$ cat config.mk
export PLATFORM = sky130hd
export DESIGN_NAME = cbus_rr_arbiter
export DESIGN_NICKNAME = d
export VERILOG_FILES = /design/src/rtl/cbus_rr_arbiter_pkg.sv /design/src/rtl/cbus_rr_arbiter_rr_picker.sv /design/src/rtl/cbus_rr_arbiter.sv
export SDC_FILE = /design/constraint.sdc
export NUM_CORES = 1
export LEC_CHECK = 0
export CORE_AREA = 2 2 124 126
export DETAILED_ROUTE_END_ITERATION = 8
export DIE_AREA = 0 0 126 128
export PLACE_DENSITY = 0.61
export SYNTH_ARGS = -nofsm -noshare
export SYNTH_HDL_FRONTEND = slang
export SYNTH_SLANG_ARGS = --single-unit
$ cat constraint.sdc
create_clock -name clk -period 2.44 [get_ports clk]
set_input_delay 0.488 -clock clk [delete_from_list [all_inputs] [get_ports clk]]
set_output_delay 0.488 -clock clk [all_outputs]
set_load 0.02 [all_outputs]
$ cat src/rtl/cbus_rr_arbiter_pkg.sv
// cbus_rr_arbiter_pkg: cbus request/response types, arbiter state and burst length helpers
package cbus_rr_arbiter_pkg;

    typedef struct packed {
        logic        valid;
        logic        write;
        logic [3:0]  len;
        logic [31:0] addr;
        logic [31:0] wdata;
    } cbus_req_t;

    typedef struct packed {
        logic        ready;
        logic        last;
        logic [31:0] data;
    } cbus_resp_t;

    typedef enum logic {IDLE, BUSY} arb_state_t;

    localparam logic [3:0] MLEN1  = 4'd0;
    localparam logic [3:0] MLEN2  = 4'd1;
    localparam logic [3:0] MLEN4  = 4'd3;
    localparam logic [3:0] MLEN8  = 4'd7;
    localparam logic [3:0] MLEN16 = 4'd15;

    function automatic logic [4:0] len_to_beats(input logic [3:0] len);
        return {1'b0, len} + 5'd1;
    endfunction

endpackage

$ cat src/rtl/cbus_rr_arbiter_rr_picker.sv
// rr_picker: combinational round-robin pick of the first valid index at or after i_prio
//   i_valid  in  NUM_REQ  request valid vector
//   i_prio   in  IDX_W    index scanned first
//   o_pick   out IDX_W    chosen index (meaningful only when o_any)
//   o_any    out 1        at least one valid
module rr_picker #(
    parameter int NUM_REQ = 2
) (
    input  logic [NUM_REQ-1:0]         i_valid,
    input  logic [$clog2(NUM_REQ)-1:0] i_prio,
    output logic [$clog2(NUM_REQ)-1:0] o_pick,
    output logic                       o_any
);
    localparam int IDX_W = $clog2(NUM_REQ);

    logic [2*NUM_REQ-1:0] w_dbl;
    logic [NUM_REQ-1:0]   w_rot;
    logic [IDX_W-1:0]     w_off;
    logic [IDX_W:0]       w_sum;

    // rotating the doubled vector puts i_prio at bit 0, so the lowest set bit is the scan offset
    assign w_dbl = {i_valid, i_valid};
    assign w_rot = NUM_REQ'(w_dbl >> i_prio);

    always_comb begin
        w_off = '0;
        for (int k = NUM_REQ - 1; k >= 0; k--)
            if (w_rot[k]) w_off = IDX_W'(k);
    end

    assign w_sum  = {1'b0, i_prio} + {1'b0, w_off};
    assign o_pick = (w_sum >= (IDX_W+1)'(NUM_REQ)) ? IDX_W'(w_sum - (IDX_W+1)'(NUM_REQ)) : w_sum[IDX_W-1:0];
    assign o_any  = |i_valid;

endmodule

$ cat src/rtl/cbus_rr_arbiter.sv
// cbus_rr_arbiter: round-robin burst arbiter sharing one cbus between NUM_REQ masters
//   clk        in   1                    clock
//   reset      in   1                    asynchronous active-high reset
//   ireqs      in   NUM_REQ x cbus_req_t requester requests, index 0 first after reset
//   iresps     out  NUM_REQ x cbus_resp_t per-requester responses, only the owner sees oresp
//   oreq       out  cbus_req_t           request forwarded to memory side
//   oresp      in   cbus_resp_t          response from memory side
//   grant      out  NUM_REQ              one-hot owner, zero when idle
//   proto_err  out  1                    sticky protocol violation flag
module cbus_rr_arbiter
    import cbus_rr_arbiter_pkg::*;
#(
    parameter int NUM_REQ = 2
) (
    input  logic                          clk,
    input  logic                          reset,
    input  cbus_req_t  [NUM_REQ-1:0]      ireqs,
    output cbus_resp_t [NUM_REQ-1:0]      iresps,
    output cbus_req_t                     oreq,
    input  cbus_resp_t                    oresp,
    output logic       [NUM_REQ-1:0]      grant,
    output logic                          proto_err
);
    localparam int IDX_W = $clog2(NUM_REQ);

    arb_state_t       r_state;
    logic [IDX_W-1:0] r_owner;
    logic [IDX_W-1:0] r_prio;
    logic [3:0]       r_blen;
    logic [3:0]       r_beat;
    logic             r_err;

    logic [NUM_REQ-1:0] w_valid;
    logic [IDX_W-1:0]   w_pick;
    logic               w_any;
    logic               w_final;

    always_comb begin
        w_valid = '0;
        for (int i = 0; i < NUM_REQ; i++)
            w_valid[i] = ireqs[i].valid;
    end

    rr_picker #(.NUM_REQ(NUM_REQ)) u_picker (
        .i_valid (w_valid),
        .i_prio  (r_prio),
        .o_pick  (w_pick),
        .o_any   (w_any)
    );

    // true when the current beat is the last one the latched length allows
    assign w_final = ({1'b0, r_beat} + 5'd1) == len_to_beats(r_blen);

    always_ff @(posedge clk or posedge reset) begin
        if (reset) begin
            r_state <= IDLE;
            r_owner <= '0;
            r_prio  <= '0;
            r_blen  <= '0;
            r_beat  <= '0;
            r_err   <= 1'b0;
        end else if (r_state == IDLE) begin
            if (oresp.ready) r_err <= 1'b1;
            if (w_any) begin
                r_owner <= w_pick;
                r_blen  <= ireqs[w_pick].len;
                r_beat  <= '0;
                r_state <= BUSY;
            end
        end else begin
            if (!oreq.valid) r_err <= 1'b1;
            if (oresp.ready) begin
                r_beat <= (r_beat == 4'hf) ? r_beat : r_beat + 4'd1;
                if (oresp.last != w_final) r_err <= 1'b1;
                if (oresp.last) begin
                    r_state <= IDLE;
                    r_prio  <= (r_owner == IDX_W'(NUM_REQ - 1)) ? '0 : r_owner + 1'b1;
                end
            end
        end
    end

    // outputs decode from the async-reset state, so reset silences the bus without a clock edge
    always_comb begin
        oreq   = '0;
        iresps = '0;
        grant  = '0;
        if (r_state == BUSY) begin
            oreq            = ireqs[r_owner];
            iresps[r_owner] = oresp;
            grant[r_owner]  = 1'b1;
        end
    end

    assign proto_err = r_err;

endmodule

==> results.md, run 1 <==
Run status:
- The flow ran to the end, and the final reports show no timing, DRC or antenna violations.

Clock tree:
- The number of H-tree levels is 1.
- The clock drives 12 sinks.
- The TritonCTS clock tree is yes.
- The master cell of the clock root buffer is sky130_fd_sc_hd__clkbuf_16.
- Clock latency on the worst-skew pair, taken at its later pin, is ~0.24 ns.
- The clock passes through at most 2 buffers.
- The clock-pin transition on the worst setup and hold timing paths is around 0.04 ns.
- Clock tree synthesis inserted a total of 3 buffers.

Hold path:
- The path class of the tightest hold or removal check is flip-flop to flip-flop.

Power and ir drop:
- The static leakage power is roughly 2.9 nW.
- Power spread over the standard cell area amounts to around 560 nW/µm².
- The post-route total power is 3.25 mW.
- The peak ir drop on the vdd network is 0.206 mV.

Critical path:
- Data on the critical path is required at its endpoint by slightly below 2 ns.
- Data on the critical path arrives at its endpoint at around 1.9 ns.
- The critical path class is flip-flop to output pin.
- Of all nets on the critical path, the largest fanout is 55.
- STA classifies the critical path startpoint as a flip-flop.
- STA classifies the critical path endpoint as an output pin.

Yosys:
- The cell type with the largest total area after synthesis is sky130_fd_sc_hd__mux2i_1.
- The number of nets in the synthesized netlist is 497.
- The cell with the most instances after synthesis is sky130_fd_sc_hd__mux2i_1.
- Counting flops and latches in the post-synthesis netlist gives 12.
- By count the netlist is led by sky130_fd_sc_hd__mux2i_1 (74), sky130_fd_sc_hd__nor2_1 (73), sky130_fd_sc_hd__and2_1 (36), sky130_fd_sc_hd__and3_1 (36), sky130_fd_sc_hd__dfrtp_1 (12).
- The synthesized netlist contains 33 unique library cells.
- For this run, the register share of the synthesized area comes to between 10% and 20%.
- A synthesized cell averages a little over 7 µm².
- The synthesized instance count is 319.
- Summed over its instances, the top area cell type makes up around a third of the synthesized netlist area.
- The count of synthesis-stage warnings from yosys is 0.
- The predominant post-synthesis flop cell is sky130_fd_sc_hd__dfrtp_1.
- The number of enable-type register cells in the synthesized netlist is 0.
- Sorting the synthesized cells by area gives the leading types as sky130_fd_sc_hd__mux2i_1 (33%), sky130_fd_sc_hd__dfrtp_1 (13%), sky130_fd_sc_hd__nor2_1 (12%).
- In this run the cell area of the synthesized design comes to about 2300 µm².
- The share of flip-flops with an asynchronous set or reset is 100%.

Global route:
- The first-pass GRT wire length is 17500 µm.
- The number of global-route vias before repair is approximately 3400.
- The pin count of the biggest net entering global routing is 75.
- The number of antenna violations at the first check in global routing was 0.
- The all-layer global routing usage is 13.3%.
- The total congestion overflow after global routing is 0.

Place:
- The final estimated routing congestion in global placement is approximately 0.8.
- Buffers placed on the I/O ports in this run total about 320.
- The number of placed cells counting well taps is approximately 800.
- Before CTS, the worst setup slack after placement is 0.103 ns.
- The placed wire-length estimate is roughly 9900 µm.

Timing:
- After layout, the worst setup slack is 0.0364 ns.
- The smallest clock period supported by the final layout is computed as approximately 2.4 ns.
- The transition time of the tightest slew-check pin is around 0.49 ns.
- The final-report setup violation count is 0.
- Measured against its own limit, the worst slew margin works out to approximately two thirds.
- The setup skew after layout is between 0.0008 and 0.0009 ns.
- The final hold violation count came to 0.
- The number of max-slew violations in the final report is 0.
- The worst path uses a little over nine tenths of the clock period.
- Based on the critical path, the design can be clocked at up to 416 MHz.
- Setup repair after global routing could not meet its margin everywhere.
- The sum of negative setup slack is 0 ns.

Floorplanning:
- The total number of placement rows is 45.
- During I/O placement, the number of pins put on the boundary was 317.
- The chip width is around 130 µm.
- The overall die height is ~130 µm.
- The die area is about 16000 µm².
- The initial utilization of the core area, before any placement, comes to roughly 15%.
- The area of the core is around 15000 µm².

Route:
- The number of search-and-repair iterations in the first detailed-routing pass is 4.
- The number of violations reported at the end of detailed-routing iteration 0 is around 170.
- After detailed routing, the number of remaining DRC violations is 0.
- The mean number of vias per cell is around 4.2.
- For this block, the routed nets add up to ~12000 µm of wire.
- After detailed routing, the average wire length per cell comes to approximately 15 µm.
- The remaining antenna violation count after routing is 0.
- The routed layout has around 3400 vias.

Layout:
- Compared with the post-synthesis result, the final layout area differs by 156%.
- The number of standard cells in the layout, taps in and fillers out is 808.
- At the end of the flow, the number of nets in the layout was 799.
- The post-route netlist has about 3.7% of its cells at a drive strength greater than 1.
- The repair_antennas step left the layout with diodes totalling 0.

Flow run:
- The number of violations of the max-capacitance limit is 0.
-- layout make-up --
class / count / area, µm²
clock buffer: 4 / 78.8
fill: 1522 / 9050
inverter: 4 / 15.0
multi-input combinational: 273 / 1830
sequential: 12 / 304
tap: 188 / 235
timing repair buffer: 327 / 3350
-- flip-flops by register name, summed over array words and instances (netlist names) --
signal,count
r_blen,4
r_prio,1
r_owner,1
r_state,1
proto_err,1
r_beat,4
-- cell families after synthesis --
logic type               Yosys count  synth area share (%)
AND/OR/NAND/NOR                  167                  37.0
AO/OA/AOI/OAI                     23                  6.12
XOR/XNOR                           6                  2.92
buffers and inverters             34                  6.56
flip-flops                        12                  13.2
multiplexers                      74                  32.6
adder cells (fa/ha/maj)            3                  1.54
-- metrics by stage --
stage	hold WS (ns)	cell area, µm²	utilization (%)
3_5_place_dp	0.510	5680	38.2
5_1_grt	0.559	5810	39.1
2_1_floorplan	0.353	2270	-
3_3_place_gp	0.495	5680	38.2
4_1_cts	0.521	5750	38.7
6_report	0.517	5810	39.1
-- layout by cell type, fill, tap and decap left out, drive strengths merged --
cell | Yosys | final
inv | 4 | 4
and3 | 36 | 36
o21ai | 11 | 11
o31ai | 1 | 1
a31o | 1 | 1
nand3 | 6 | 6
o2111ai | 1 | 1
dfrtp | 12 | 12
a41oi | 1 | 1
o31a | 1 | 1
nor3 | 3 | 3
clkdlybuf4s50 | 0 | 282
a21oi | 5 | 5
xnor3 | 1 | 1
a31oi | 2 | 2
nor2 | 73 | 73
nor2b | 2 | 2
or4b | 1 | 1
xor2 | 1 | 1
and2 | 36 | 36
nand2b | 1 | 1
mux2i | 74 | 74
or4 | 1 | 1
clkbuf | 11 | 4
ha | 2 | 2
xnor2 | 4 | 4
dlygate4sd2 | 0 | 9
nand2 | 8 | 8
buf | 19 | 13
dlymetal6s2s | 0 | 23
maj3 | 1 | 1
-- power breakdown --
group	internal [mW]	switching, mW
Clock	0.220	0.0893
Sequential	0.249	0.0685
Combinational	1.36	1.27
Total	1.83	1.42
-- worst max-delay path, stage by stage, from the launching register on --
cell	delay (ns)
sky130_fd_sc_hd__dfrtp_4	0.51
sky130_fd_sc_hd__buf_12	0.20
sky130_fd_sc_hd__mux2i_1	0.16
sky130_fd_sc_hd__nor2_1	0.12
sky130_fd_sc_hd__clkdlybuf4s50_1	0.62
-- final timing paths --
kind,slack [ns],endpoint,startpoint,cells past startpoint
max,0.04,oreq[53],r_owner,4
min,0.52,r_blen[1],r_blen[1],2
max reg2reg,0.52,proto_err,r_beat[0],6
min reg2reg,0.52,r_blen[1],r_blen[1],2
max in group asynchronous,1.50,r_owner,reset,2
min in group asynchronous,0.57,r_beat[2],reset,2
-- metal layers --
metal | track usage, % | routed length (µm) | part of all wire [%]
met5 | 0 | 0 | 0
met4 | 3.30 | 145 | 1.2
met3 | 3.30 | 1020 | 8.5
met2 | 25.3 | 6330 | 53
met1 | 14.8 | 4460 | 37
-- timing repair --
action | CTS | global route
endpoints found under the setup margin | 37 | 40
gates resized for setup | 10 | 24
hold buffers | 0 | 0
buffers inserted | 0 | 0
Power figures use the tool's default switching activity.
==> run 2: changes to the inputs <==
SLEW_MARGIN = 20   (was unset)
clock period = 2.5 ns   (was 2.44 ns; I/O delays follow)
==> results.md, run 2 (synthesis gave the netlist of run 1 again) <==
Layout:
- Once layout is complete, the utilization of the core stands at 38.8%.
- The library cells used most frequently in the layout, excluding fill and tap cells, are sky130_fd_sc_hd__clkdlybuf4s50_1 (305), sky130_fd_sc_hd__mux2i_1 (73), sky130_fd_sc_hd__nor2_1 (72).
- Relative to the synthesized area, the layout overhead comes to 154%.
- The repair_antennas step left the layout with diodes totalling 0.
- After routing the design area is just under 6000 µm².
- The share of final-layout standard cells stronger than drive strength 1 is under 10%.
- The layout net count is 794.
- The leading cell type in the layout, fill and taps excluded is sky130_fd_sc_hd__clkdlybuf4s50_1.
- The largest registers in the layout are r_beat (4), r_blen (4).

Power and ir drop:
- After layout, the design draws a total of 3.22 mW.
- The static leakage power is 2.60 nW.
- Across the VDD grid, the largest voltage drop is 0.192 mV.
- The power density over cell area is 558 nW/µm².

Clock tree:
- The total clock sinks is 12.
- The number of clock buffers added by TritonCTS is 3.
- For the worst-skew pair, the clock arrives at the later sink with an insertion delay of 0.24 ns.
- Hold repair after CTS inserted 0 buffers.
- The clock-pin transition on the worst setup and hold timing paths is roughly 0.04 ns.
- The clock passes through at most 2 buffers.
- The TritonCTS clock tree is yes.
- In this run the post-CTS setup repair buffer count came out at 0.
- The master cell of the clock root buffer is sky130_fd_sc_hd__clkbuf_16.
- The number of H-tree levels is 1.

Route:
- The routed length on met2 is between 6000 and 7000 µm.
- The routed length on met1 is around 4400 µm.
- The total wire length after detailed routing is approximately 12000 µm.
- The total met3 wirelength after detailed routing is just under 1000 µm.
- The mean number of vias per cell is ~4.2.
- The routed layout has around 3400 vias.
- Signal routing reaches up to met4.
- The remaining antenna violation count after routing is 0.
- The routed wire length per instance is 14.5 µm.
- The number of search-and-repair iterations in the first detailed-routing pass is 5.
- After detailed routing, the number of remaining DRC violations is 0.
- The number of violations reported at the end of detailed-routing iteration 0 is between 100 and 150.

Place:
- The placed wire-length estimate is 9640 µm.
- In this run the cell area measured after placement is roughly 5600 µm².
- The count of buffers added on input and output ports is 316.
- The pre-CTS setup slack is 0.158 ns.
- Routability-driven placement finished with a final weighted congestion of about 0.78.

Floorplanning:
- In this run the core area contains 45 standard-cell rows.
- The overall die height is between 100 and 150 µm.
- From left edge to right edge, the die measures about 130 µm.
- For this configuration, the core starts out at a cell density of between 15 and 20%.
- The area of the core is between 10000 and 15000 µm².
- The floorplan step defined a die boundary enclosing 16100 µm².
- The number of top-level pins is between 300 and 400.

Timing:
- At the pin with the least slew margin, the transition time is 0.477 ns.
- The worst-case setup margin in the final layout is between 0.05 and 0.06 ns.
- The final-report setup violation count is 0.
- The smallest hold slack is between 0.5 and 0.6 ns.
- The minimum period implied by the final worst setup slack is around 2.4 ns.
- Clock skew on the completed layout was measured at between 0.0004 and 0.0005 ns.
- The number of max-slew violations in the final report is 0.
- The final hold violation count came to 0.
- The worst slew margin relative to its limit is between 60% and 70%.
- The final critical-path share of the clock period is a little over nine tenths.
- Setup repair after global routing could not meet its margin everywhere.
- The highest attainable clock frequency is roughly 400 MHz.

Critical path:
- The required time at the worst-slack endpoint is ~2.0 ns.
- The largest driver fanout on the critical path is 47.
- The critical path data arrival time is 1.95 ns.
- The element type at the critical path end is an output pin.
- The category of the worst setup path launch point is a flip-flop.
- The critical path class is flip-flop to output pin.

Global route:
- The first global-routing pass estimated approximately 17000 µm of wire.
- The number of antenna violations at the first check in global routing is 0.
- The total congestion overflow after global routing is 0.
- The pin count of the biggest net entering global routing is 75.
- The number of global-route vias before repair is between 3000 and 4000.
- The all-layer global routing usage is between 10% and 20%.

Run status:
- The flow ran to the end, and the final reports show no timing, DRC or antenna violations.

Hold path:
- The type of the most critical hold path is flip-flop to flip-flop.

Flow run:
- The number of violations of the max-capacitance limit is 0.
==> run 2: cell types whose count changed in the layout (fill, tap and decap cells not counted) <==
cell / before / now
sky130_fd_sc_hd__buf_12: 5 / 2
sky130_fd_sc_hd__clkbuf_1: 1 / 0
sky130_fd_sc_hd__dlygate4sd2_1: 9 / 0
sky130_fd_sc_hd__mux2i_2: 1 / 0
sky130_fd_sc_hd__mux2i_4: 0 / 1
sky130_fd_sc_hd__buf_4: 8 / 4
sky130_fd_sc_hd__dlymetal6s2s_1: 23 / 9
sky130_fd_sc_hd__buf_16: 0 / 2
sky130_fd_sc_hd__clkbuf_8: 0 / 1
sky130_fd_sc_hd__clkdlybuf4s50_1: 282 / 305
==> run 2: area by class of cell <==
type	instances	area, µm²
Fill cell	1510	9090
Timing Repair Buffer	322	3290
Multi-Input combinational cell	273	1840
Sequential cell	12	304
Tap cell	188	235
Clock buffer	4	88.8
Inverter	4	15.0
==> run 2: what timing repair did <==
action / 4_1_cts / 5_1_grt
gates resized for setup: 1 / 13
pin swaps: 0 / 0
endpoints found under the setup margin: 2 / 4
hold endpoints to repair: 0 / 0
==> run 2: final timing paths <==
| path | startpoint | to | slack, ns | cells past startpoint |
|---|---|---|---|---|
| hold reg to reg | r_blen[1] | r_blen[1] | 0.52 | 2 |
| hold / removal | r_blen[1] | r_blen[1] | 0.52 | 2 |
| max in group asynchronous | reset | r_owner | 1.55 | 2 |
| setup reg to reg | r_beat[0] | proto_err | 0.59 | 6 |
| setup / recovery | r_owner | oreq[34] | 0.05 | 4 |
| min in group asynchronous | reset | proto_err | 0.58 | 2 |
==> run 2: critical path, stage by stage (launching register included) <==
cell                              delay [ns]
sky130_fd_sc_hd__dfrtp_4                0.52
sky130_fd_sc_hd__buf_16                 0.22
sky130_fd_sc_hd__mux2i_4                0.23
sky130_fd_sc_hd__nor2_1                 0.10
sky130_fd_sc_hd__clkdlybuf4s50_1        0.61
==> run 2: power breakdown <==
| part | switching [mW] | internal [mW] | leakage [nW] |
|---|---|---|---|
| clock | 0.0881 | 0.242 | 0.0442 |
| sequential | 0.0685 | 0.243 | 0.144 |
| combinational | 1.24 | 1.34 | 2.41 |
==> run 2: routing by layer <==
metal	track usage, %	up-vias
li1	-	1688
met3	3.46	14
met2	24.1	176
met1	14.5	1524
met4	2.97	0
met5	0	-
==> run 2: through the flow <==
stage / cells / TNS (ns)
global route: 803 / -0.0170
global placement: 799 / 0
floorplan: 319 / 0
detailed placement: 799 / 0
finish: 803 / 0
CTS: 803 / 0
